**src/rtl/shift_unit_pkg.sv**
```systemverilog
// Shared definitions for the iterative shifter.
//   - Op encodings for the shift request (SLL/SRL/SRA/ROTR).
//   - FSM state encoding used by shift_unit_iter.
// Optional feature macro: ROTATE_SHIFT_EN (see shift_unit_iter.sv).
package shift_unit_pkg;

  localparam logic [1:0] OP_SLL  = 2'b00;
  localparam logic [1:0] OP_SRL  = 2'b01;
  localparam logic [1:0] OP_SRA  = 2'b10;
  localparam logic [1:0] OP_ROTR = 2'b11;

  typedef enum logic [1:0] {
    ST_IDLE  = 2'b00,
    ST_SHIFT = 2'b01,
    ST_DONE  = 2'b10
  } state_e;

endpackage

```
**src/rtl/shift_step.sv**
```systemverilog
// One combinational shift step of WIDTH bits by 0..STEP positions.
// Ports:
//   data   in   WIDTH  value to shift
//   amt    in   AMT_W  positions to shift this step (0..STEP)
//   op     in   2      OP_SLL / OP_SRL / OP_SRA / OP_ROTR
//   sign   in   1      fill bit for SRA (operand MSB captured at start)
//   result out  WIDTH  shifted value
// Macro ROTATE_SHIFT_EN: when defined OP_ROTR rotates right, otherwise
// OP_ROTR passes data through unchanged.
module shift_step
  import shift_unit_pkg::*;
#(
  parameter int WIDTH = 32,
  parameter int STEP  = 1,
  localparam int AMT_W = $clog2(STEP + 1)
) (
  input  logic [WIDTH-1:0] data,
  input  logic [AMT_W-1:0] amt,
  input  logic [1:0]       op,
  input  logic             sign,
  output logic [WIDTH-1:0] result
);

  // One candidate per possible step amount; amt selects among them so each
  // candidate is a fixed-distance shift (pure wiring).
  logic [WIDTH-1:0] cand [STEP+1];

  for (genvar gi = 0; gi <= STEP; gi++) begin : g_amt
    if (gi == 0) begin : g_zero
      assign cand[gi] = data;
    end else begin : g_nz
      logic [WIDTH-1:0] rot;
`ifdef ROTATE_SHIFT_EN
      assign rot = {data[gi-1:0], data[WIDTH-1:gi]};
`else
      assign rot = data;
`endif
      assign cand[gi] = (op == OP_SLL) ? (data << gi) :
                        (op == OP_SRL) ? (data >> gi) :
                        (op == OP_SRA) ? {{gi{sign}}, data[WIDTH-1:gi]} :
                        rot;
    end
  end

  always_comb begin
    result = data;
    for (int k = 1; k <= STEP; k++) begin
      if (amt == AMT_W'(k)) begin
        result = cand[k];
      end
    end
  end

endmodule

```
**src/rtl/shift_unit_iter.sv**
```systemverilog
// Multi-cycle shifter: SLL/SRL/SRA (and optionally ROTR) by a runtime
// amount, at most STEP bits per clock, with a Start/Busy/Done handshake.
// The result is held on ShiftOut until the next accepted Start completes.
// Ports:
//   Clk      in   1        clock, rising edge
//   Reset    in   1        asynchronous, active-high
//   Start    in   1        request, sampled only while not busy
//   Op       in   2        00 SLL, 01 SRL, 10 SRA, 11 ROTR / pass-through
//   ShAmt    in   SHAMT_W  shift amount 0..WIDTH-1
//   ShiftIn  in   WIDTH    operand
//   Busy     out  1        high while shifting
//   Done     out  1        one-cycle pulse, ShiftOut valid
//   ShiftOut out  WIDTH    result
// Macro ROTATE_SHIFT_EN: defined -> Op=11 rotates right with normal
// latency; undefined -> Op=11 returns ShiftIn with zero shift cycles.
module shift_unit_iter
  import shift_unit_pkg::*;
#(
  parameter int WIDTH = 32,
  parameter int STEP  = 1,
  localparam int SHAMT_W = $clog2(WIDTH)
) (
  input  logic               Clk,
  input  logic               Reset,
  input  logic               Start,
  input  logic [1:0]         Op,
  input  logic [SHAMT_W-1:0] ShAmt,
  input  logic [WIDTH-1:0]   ShiftIn,
  output logic               Busy,
  output logic               Done,
  output logic [WIDTH-1:0]   ShiftOut
);

  localparam int AMT_W = $clog2(STEP + 1);

  state_e             state_reg;
  logic [SHAMT_W-1:0] rem_reg;
  logic [WIDTH-1:0]   work_reg;
  logic [1:0]         op_reg;
  logic               sign_reg;
  logic               busy_reg;
  logic               done_reg;
  logic [WIDTH-1:0]   out_reg;

  logic [AMT_W-1:0]   step_amt;
  logic [SHAMT_W-1:0] rem_after;
  logic [SHAMT_W-1:0] start_rem;
  logic [WIDTH-1:0]   step_result;

  // Final step of a run may be shorter than STEP.
  assign step_amt  = (rem_reg >= SHAMT_W'(STEP)) ? AMT_W'(STEP) : AMT_W'(rem_reg);
  assign rem_after = rem_reg - SHAMT_W'(step_amt);

`ifdef ROTATE_SHIFT_EN
  assign start_rem = ShAmt;
`else
  // Without rotation Op=11 is a pass-through: no shift cycles at all.
  assign start_rem = (Op == OP_ROTR) ? '0 : ShAmt;
`endif

  shift_step #(
    .WIDTH (WIDTH),
    .STEP  (STEP)
  ) u_step (
    .data   (work_reg),
    .amt    (step_amt),
    .op     (op_reg),
    .sign   (sign_reg),
    .result (step_result)
  );

  always_ff @(posedge Clk or posedge Reset) begin
    if (Reset) begin
      state_reg <= ST_IDLE;
      rem_reg   <= '0;
      work_reg  <= '0;
      op_reg    <= OP_SLL;
      sign_reg  <= 1'b0;
      busy_reg  <= 1'b0;
      done_reg  <= 1'b0;
      out_reg   <= '0;
    end else begin
      case (state_reg)
        ST_IDLE, ST_DONE: begin
          done_reg <= 1'b0;
          if (Start) begin
            work_reg <= ShiftIn;
            op_reg   <= Op;
            sign_reg <= ShiftIn[WIDTH-1];
            rem_reg  <= start_rem;
            if (start_rem == '0) begin
              // Zero-length request completes on the accepting edge.
              state_reg <= ST_DONE;
              done_reg  <= 1'b1;
              out_reg   <= ShiftIn;
            end else begin
              state_reg <= ST_SHIFT;
              busy_reg  <= 1'b1;
            end
          end else begin
            state_reg <= ST_IDLE;
          end
        end
        ST_SHIFT: begin
          work_reg <= step_result;
          rem_reg  <= rem_after;
          if (rem_after == '0) begin
            state_reg <= ST_DONE;
            busy_reg  <= 1'b0;
            done_reg  <= 1'b1;
            out_reg   <= step_result;
          end
        end
        default: begin
          state_reg <= ST_IDLE;
          busy_reg  <= 1'b0;
          done_reg  <= 1'b0;
        end
      endcase
    end
  end

  assign Busy     = busy_reg;
  assign Done     = done_reg;
  assign ShiftOut = out_reg;

endmodule
```
**config.mk**
```make
export PLATFORM = sky130hd
export DESIGN_NAME = shift_unit_iter
export DESIGN_NICKNAME = d
export VERILOG_FILES = /design/src/rtl/shift_unit_pkg.sv /design/src/rtl/shift_step.sv /design/src/rtl/shift_unit_iter.sv
export SDC_FILE = /design/constraint.sdc
export NUM_CORES = 1
export LEC_CHECK = 0
export CAP_MARGIN = 20
export CORE_ASPECT_RATIO = 0.7
export CORE_MARGIN = 5
export CORE_UTILIZATION = 52
export DETAILED_ROUTE_END_ITERATION = 12
export PLACE_DENSITY_LB_ADDON = 0.15
export SETUP_SLACK_MARGIN = 0.15
export SLEW_MARGIN = 20
export SYNTH_ARGS = -nofsm -noshare
export SYNTH_HDL_FRONTEND = slang
export SYNTH_SLANG_ARGS = --single-unit
```
**constraint.sdc**
```tcl
create_clock -name Clk -period 3.8 [get_ports Clk]
set_clock_uncertainty 0.15 [all_clocks]
set_input_delay 0.38 -clock Clk [delete_from_list [all_inputs] [get_ports Clk]]
set_output_delay 0.38 -clock Clk [all_outputs]
set_load 0.01 [all_outputs]
```
==> results.toml, run 1 <==
[clocking]
cts_setup_buffers = 0
cts_resized = 0
clk_pin_slew_ns = 0.06
ctsHoldBuffers = 0
numClockSinks = 75
cts_tree = "done"
cts_inserted_buffers = 9
clockRootBuffer = "clkbuf_16"
clk_path_buf_depth = 2
htreeDepth = 3
clk-insertion-delay-late_ns = 0.34

[global_route]
overflow = 0
first_global_vias = 3908
grt_max_degree = 52
grt_pass1_wl_mm = 20.2
antenna_found_initial = 0
grtUsageTotal_pct = 24.1

[sta]
maxSlewViolCount = 0
fin_crit_sh_pct = 83.9
fin_ws_ns = 0.611
tns_ns = 0
maxSlewHeadroom_pct = 42.3
whs_ns = 0.225
period_needed_ns = 3.19
rsz0062_at_grt = "no"
tightest_slew_ns = 0.856
fmax_ghz = 0.314
finalSetupViolCount = 0
hold_viol = 0

[setup_path]
cp_max_fo = 30
arrival_ns = 3.27
cpMostUsedCell = "nor2_1"
worstSetupPathType = "flip-flop to flip-flop"
critPathMaxStageDelay_ns = 0.58
crit_buf_inv = 1
r2r_cells = 9
path_depth = 9
worstPathCellList = "or4_4 -> nor2_1 -> nor2_1 -> ha_1 -> nor2_1 -> a2bb2oi_1 -> o32a_2 -> buf_4 -> o31ai_1"
startpoint_type = "flip-flop"
worstSetupEndpointType = "flip-flop"
cpMaxStageDelayCell = "o32a_2"
path_delay_family = "simple AND/OR/NAND/NOR gates"
cp.required_ns = 3.88

[outcome]
outcome = "finished clean"

[layout]
final_nets = 600
diodes = 0
fin_area_sq_um = 5490
layout-drive-gt1-share_pct = 8.56
area_growth_pct = 24.5

[synthesis]
synthArstFlopShare_pct = 100
postSynthAreaPerCell_sq_um = 8.80
synth_ff_type = "dfrtp_1"
ys_types = 44
yosysWarnings = 0
postSynthCellCount = 501
synth_fp_nets = 545
synth_area_sq_um = 4410
ys_seq_area_share_pct = 42.6
ys_ff_latch = 75
synth_edf_count = 0

[place]
dp_slack_ns = 0.616
place_area_sq_um = 5200
io_buffers = 75
post-dp-hpwl_mm = 7.83
gp_congestion = 0.851

[floorplanning]
die_w_microns = 120
dieArea_sq_um = 10400
die_y_microns = 87.0
core-area_sq_um = 8370
ios = 76
initial_utilization_pct = 52.6
rows = 28

[power]
p_per_area_nw_per_um2 = 997
switching_share_pct = 44.4
power.internal_mw = 3.04
seqPwrFrac_pct = 31.2
switchingPower_mw = 2.43
p_leak_nw = 2.27
clkPwrFrac_pct = 15.3
comb_power_share_pct = 53.6
power_mw = 5.47
ir_drop_mv = 0.457

[routing]
num_vias = 4051
wl_mm = 11.8
drt_pass1_iterations = 5
drc_errors = 0
ant_nets = 0
wl_per_cell_microns = 17.8
first_iter_violations = 465
via_per_inst = 6.08

[job]
cap_viol_max_count = 0

[worst_hold_path]
hold_path.class = "input pin to asynchronous set/reset pin"
-- area by class of cell --
type                    instances  area, sq um
multi-input cells             377         2330
clock inverters                 5         53.8
well taps                     105          131
flip-flops and latches         75         1880
clock buffers                  11          233
repair buffers                 88          848
fillers                       705         2880
inverters                       5         18.8
-- synthesized netlist by cell type (2+ instances only) --
cell type | n | area (sq um)
nand3_1 | 7 | 35.0
nand3b_1 | 21 | 158
a21o_1 | 2 | 15.0
o21ai_0 | 49 | 245
o21a_1 | 2 | 15.0
a2bb2oi_1 | 4 | 35.0
o211ai_1 | 2 | 15.0
buf_6 | 3 | 33.8
a221oi_1 | 20 | 175
nand2_1 | 82 | 308
or3_1 | 2 | 12.5
buf_2 | 7 | 35.0
a21oi_1 | 36 | 180
clkbuf_1 | 30 | 113
inv_1 | 5 | 18.8
a22oi_1 | 3 | 22.5
o31ai_1 | 25 | 188
a221oi_2 | 11 | 165
dfrtp_1 | 75 | 1880
mux2i_1 | 27 | 270
nor2b_1 | 8 | 50.1
o21ai_1 | 10 | 50.1
ha_1 | 2 | 25.0
buf_1 | 3 | 11.3
nor3_1 | 2 | 10.0
nand2b_1 | 5 | 31.3
nor2_1 | 39 | 146
a211oi_1 | 3 | 22.5
-- layout by cell type, fill, tap and decap left out, types with 7 or more instances in the layout --
| cell type | n |
|---|---|
| nand2_1 | 82 |
| clkdlybuf4s50_1 | 75 |
| dfrtp_1 | 74 |
| o21ai_0 | 49 |
| nor2_1 | 38 |
| a21oi_1 | 36 |
| mux2i_1 | 27 |
| o31ai_1 | 25 |
| nand3b_1 | 21 |
| a221oi_1 | 20 |
| buf_4 | 13 |
| a221oi_2 | 11 |
| o21ai_1 | 10 |
| clkbuf_16 | 9 |
| nand3_1 | 7 |
-- cell families (layout without fill, tap and decap cells) --
| group | Yosys count | count (layout) | share of synthesized area (%) |
|---|---|---|---|
| simple gates | 170 | 170 | 17.7 |
| flops | 75 | 75 | 42.6 |
| xor+xnor | 2 | 2 | 0.397 |
| buf+inv | 49 | 109 | 4.97 |
| fa+ha+maj | 2 | 2 | 0.568 |
| mux | 28 | 28 | 6.39 |
| compound gates | 175 | 175 | 27.4 |
-- final timing paths --
| check | startpoint | slack (ns) | end |
|---|---|---|---|
| min in group Clk | ShiftOut[18] | 0.33 | ShiftOut[18] |
| setup / recovery | rem_reg[2] | 0.61 | ShiftOut[13] |
| hold reg to reg | ShiftOut[18] | 0.33 | ShiftOut[18] |
| setup reg to reg | rem_reg[2] | 0.61 | ShiftOut[13] |
| hold / removal | Reset | 0.23 | ShiftOut[0] |
| max in group asynchronous | Reset | 2.49 | work_reg[26] |
-- power by group through the flow --
stage	logic, mW	registers (mW)	clock network [mW]
2_1_floorplan	2.07	1.60	0
3_3_place_gp	2.82	1.69	0
3_5_place_dp	2.90	1.70	0
4_1_cts	2.93	1.69	0.850
5_1_grt	3.27	1.78	0.886
6_report	2.93	1.71	0.836
-- per-stage QoR --
step,utilization [%],std cells
floorplan,-,501
global placement,62.1,650
detailed placement,62.1,650
CTS,65.6,666
global route,65.6,666
finish,65.6,666
-- worst reg2reg max path, cell delays in order (launching register included) --
cell       delay, ns
dfrtp_1         0.43
or4_4           0.57
nor2_1          0.24
nor2_1          0.11
ha_1            0.23
nor2_1          0.09
a2bb2oi_1       0.09
o32a_2          0.58
buf_4           0.30
o31ai_1         0.29
-- layer usage --
layer	global-route usage (%)	vias to the layer above	wire [microns]
li1	-	1938	-
met1	35.5	1947	5790
met2	34.6	152	5050
met3	6.62	14	869
met4	6.86	0	143
met5	0	-	0
Power figures use the tool's default switching activity.
==> inputs of run 2 (changes only) <==
Settings changed: CORE_UTILIZATION 52 to 48.
Clock period 3.8 ns to 2.9 ns, I/O delays scaled along.
==> run 2 against run 1 <==
  * Worst hold slack worse by 0.096 ns
  * Critical path depth unchanged
  * Clock-buffer cell count is 1 lower
  * First-iteration DRC count grew 13%
  * Highest routed layer unchanged
==> results.toml, run 2 (synthesized netlist as in run 1, its figures left out) <==
[sta]
rsz0062_at_grt = "yes"
fmax_ghz = 0.365
fin_crit_sh_pct = 94.4
tns_ns = 0
maxSlewHeadroom_pct = 60.7
hold_viol = 0
tightest_slew_ns = 0.588
maxSlewViolCount = 0
period_needed_ns = 2.74
finalSetupViolCount = 0

[setup_path]
arrival_ns = 2.83
worstSetupEndpointType = "flip-flop"
rrSetupSlack_ns = 0.16
rr_startpoint = "rem_reg[1]"
r2r_cells = 9
worstSetupPathType = "flip-flop to flip-flop"
cp.required_ns = 3.00
r2r-end = "ShiftOut[10]"
startpoint_type = "flip-flop"
cp_max_fo = 8

[routing]
drc_errors = 0
drt_pass1_iterations = 5
ant_nets = 0
via_per_inst = 6.00
wl_per_cell_microns = 18.6
wl_mm = 13.0
num_vias = 4202
first_iter_violations = 524

[power]
ir_drop_mv = 0.552
p_per_area_nw_per_um2 = 1320
switchingPower_mw = 3.43
p_leak_nw = 2.41
switching_share_pct = 44.3
seqPwrFrac_pct = 28.4
power.internal_mw = 4.31
clkPwrFrac_pct = 15.6
comb_power_share_pct = 55.9

[worst_hold_path]
hold_path.class = "input pin to asynchronous set/reset pin"

[layout]
diodes = 0
layout-drive-gt1-share_pct = 14.1
fin_area_sq_um = 5860
fill_cells = 804
area_growth_pct = 32.9
layout_commonest_cell = "nand2_1"
final_cell_mix = "nand2_1, clkdlybuf4s50_1, dfrtp_1"
final_nets = 615

[floorplanning]
initial_utilization_pct = 49.0
dieArea_sq_um = 11200
die_w_microns = 125
rows = 29
core-area_sq_um = 9000
ios = 76
die_y_microns = 90.2

[global_route]
grt_max_degree = 64
grt_pass1_wl_mm = 20.3
antenna_found_initial = 0
grtUsageTotal_pct = 21.8
overflow = 0
first_global_vias = 3957

[clocking]
cts_inserted_buffers = 9
clk_path_buf_depth = 2
ctsHoldBuffers = 0
cts_tree = "done"
clockRootBuffer = "clkbuf_16"
htreeDepth = 3
clk-insertion-delay-late_ns = 0.34
numClockSinks = 75
clk_pin_slew_ns = 0.06

[place]
gp_congestion = 0.778
post-dp-hpwl_mm = 8.01
io_buffers = 75
place_area_sq_um = 5300

[job]
cap_viol_max_count = 0

[outcome]
outcome = "finished clean"
run 2: worst max path at each step:
stage | from | to | depth (start not counted)
floorplan | rem_reg[2] | ShiftOut[1] | 10
global placement | rem_reg[2] | ShiftOut[23] | 9
detailed placement | rem_reg[2] | ShiftOut[25] | 9
CTS | rem_reg[2] | ShiftOut[20] | 9
global route | rem_reg[1] | ShiftOut[27] | 9
finish | rem_reg[1] | ShiftOut[10] | 9
run 2: cell type report:
class | count | area [sq um] | area share [%]
multi-input cells | 377 | 2450 | 41.9
flip-flops and latches | 75 | 1880 | 32.1
repair buffers | 103 | 1030 | 17.6
clock buffers | 10 | 229 | 3.91
well taps | 124 | 155 | 2.65
clock inverters | 6 | 90.1 | 1.54
inverters | 5 | 18.8 | 0.320
run 2: through the flow:
| step | power, mW | hold slack (ns) | setup WS [ns] | instances | util, % |
|---|---|---|---|---|---|
| global placement | 6.01 | 0.311 | 0.258 | 675 | 58.9 |
| global route | 8.35 | 0.170 | 0.0697 | 700 | 65.1 |
| finish | 7.74 | 0.129 | 0.162 | 700 | 65.1 |
| CTS | 7.42 | 0.131 | 0.156 | 691 | 62.7 |
| floorplan | 4.80 | 0.245 | 0.230 | 501 | - |
| detailed placement | 6.13 | 0.318 | 0.0999 | 675 | 58.9 |
run 2: power groups by stage:
| stage | Clock [mW] | Sequential (mW) | Combinational, mW |
|---|---|---|---|
| 3_5_place_dp | 0 | 2.18 | 3.95 |
| 3_3_place_gp | 0 | 2.16 | 3.85 |
| 2_1_floorplan | 0 | 2.09 | 2.71 |
| 6_report | 1.21 | 2.20 | 4.33 |
| 4_1_cts | 1.23 | 2.18 | 4.01 |
| 5_1_grt | 1.26 | 2.28 | 4.81 |
run 2: layer usage:
| metal | global-route usage, % | vias up | wire length (microns) |
|---|---|---|---|
| li1 | - | 1969 | - |
| met1 | 32.6 | 2046 | 6400 |
| met2 | 30.6 | 172 | 5550 |
| met3 | 7.11 | 15 | 935 |
| met4 | 4.56 | 0 | 143 |
| met5 | 0 | - | 0 |
run 2: worst max-delay path: stages (launching register included):
cell and delay [ns]:
dfrtp_1 0.42, or4_4 0.59, nor2_4 0.11, nor2_1 0.06, ha_1 0.22, nor2_1 0.13, a2bb2oi_2 0.08, o32a_4 0.41
clkbuf_16 0.20, o31ai_1 0.26
run 2: repair_timing:
action / CTS / global route
gates resized for setup: 6 / 17
buffers inserted: 0 / 4
pin swaps: 0 / 2
gates cloned: 0 / 5
endpoints found under the setup margin: 12 / 32
==> inputs of run 3 (changes only) <==
Settings changed: CAP_MARGIN 20 to 15.
==> results of run 3 <==
Final layout, timing and power as in run 2 (identical DEF).
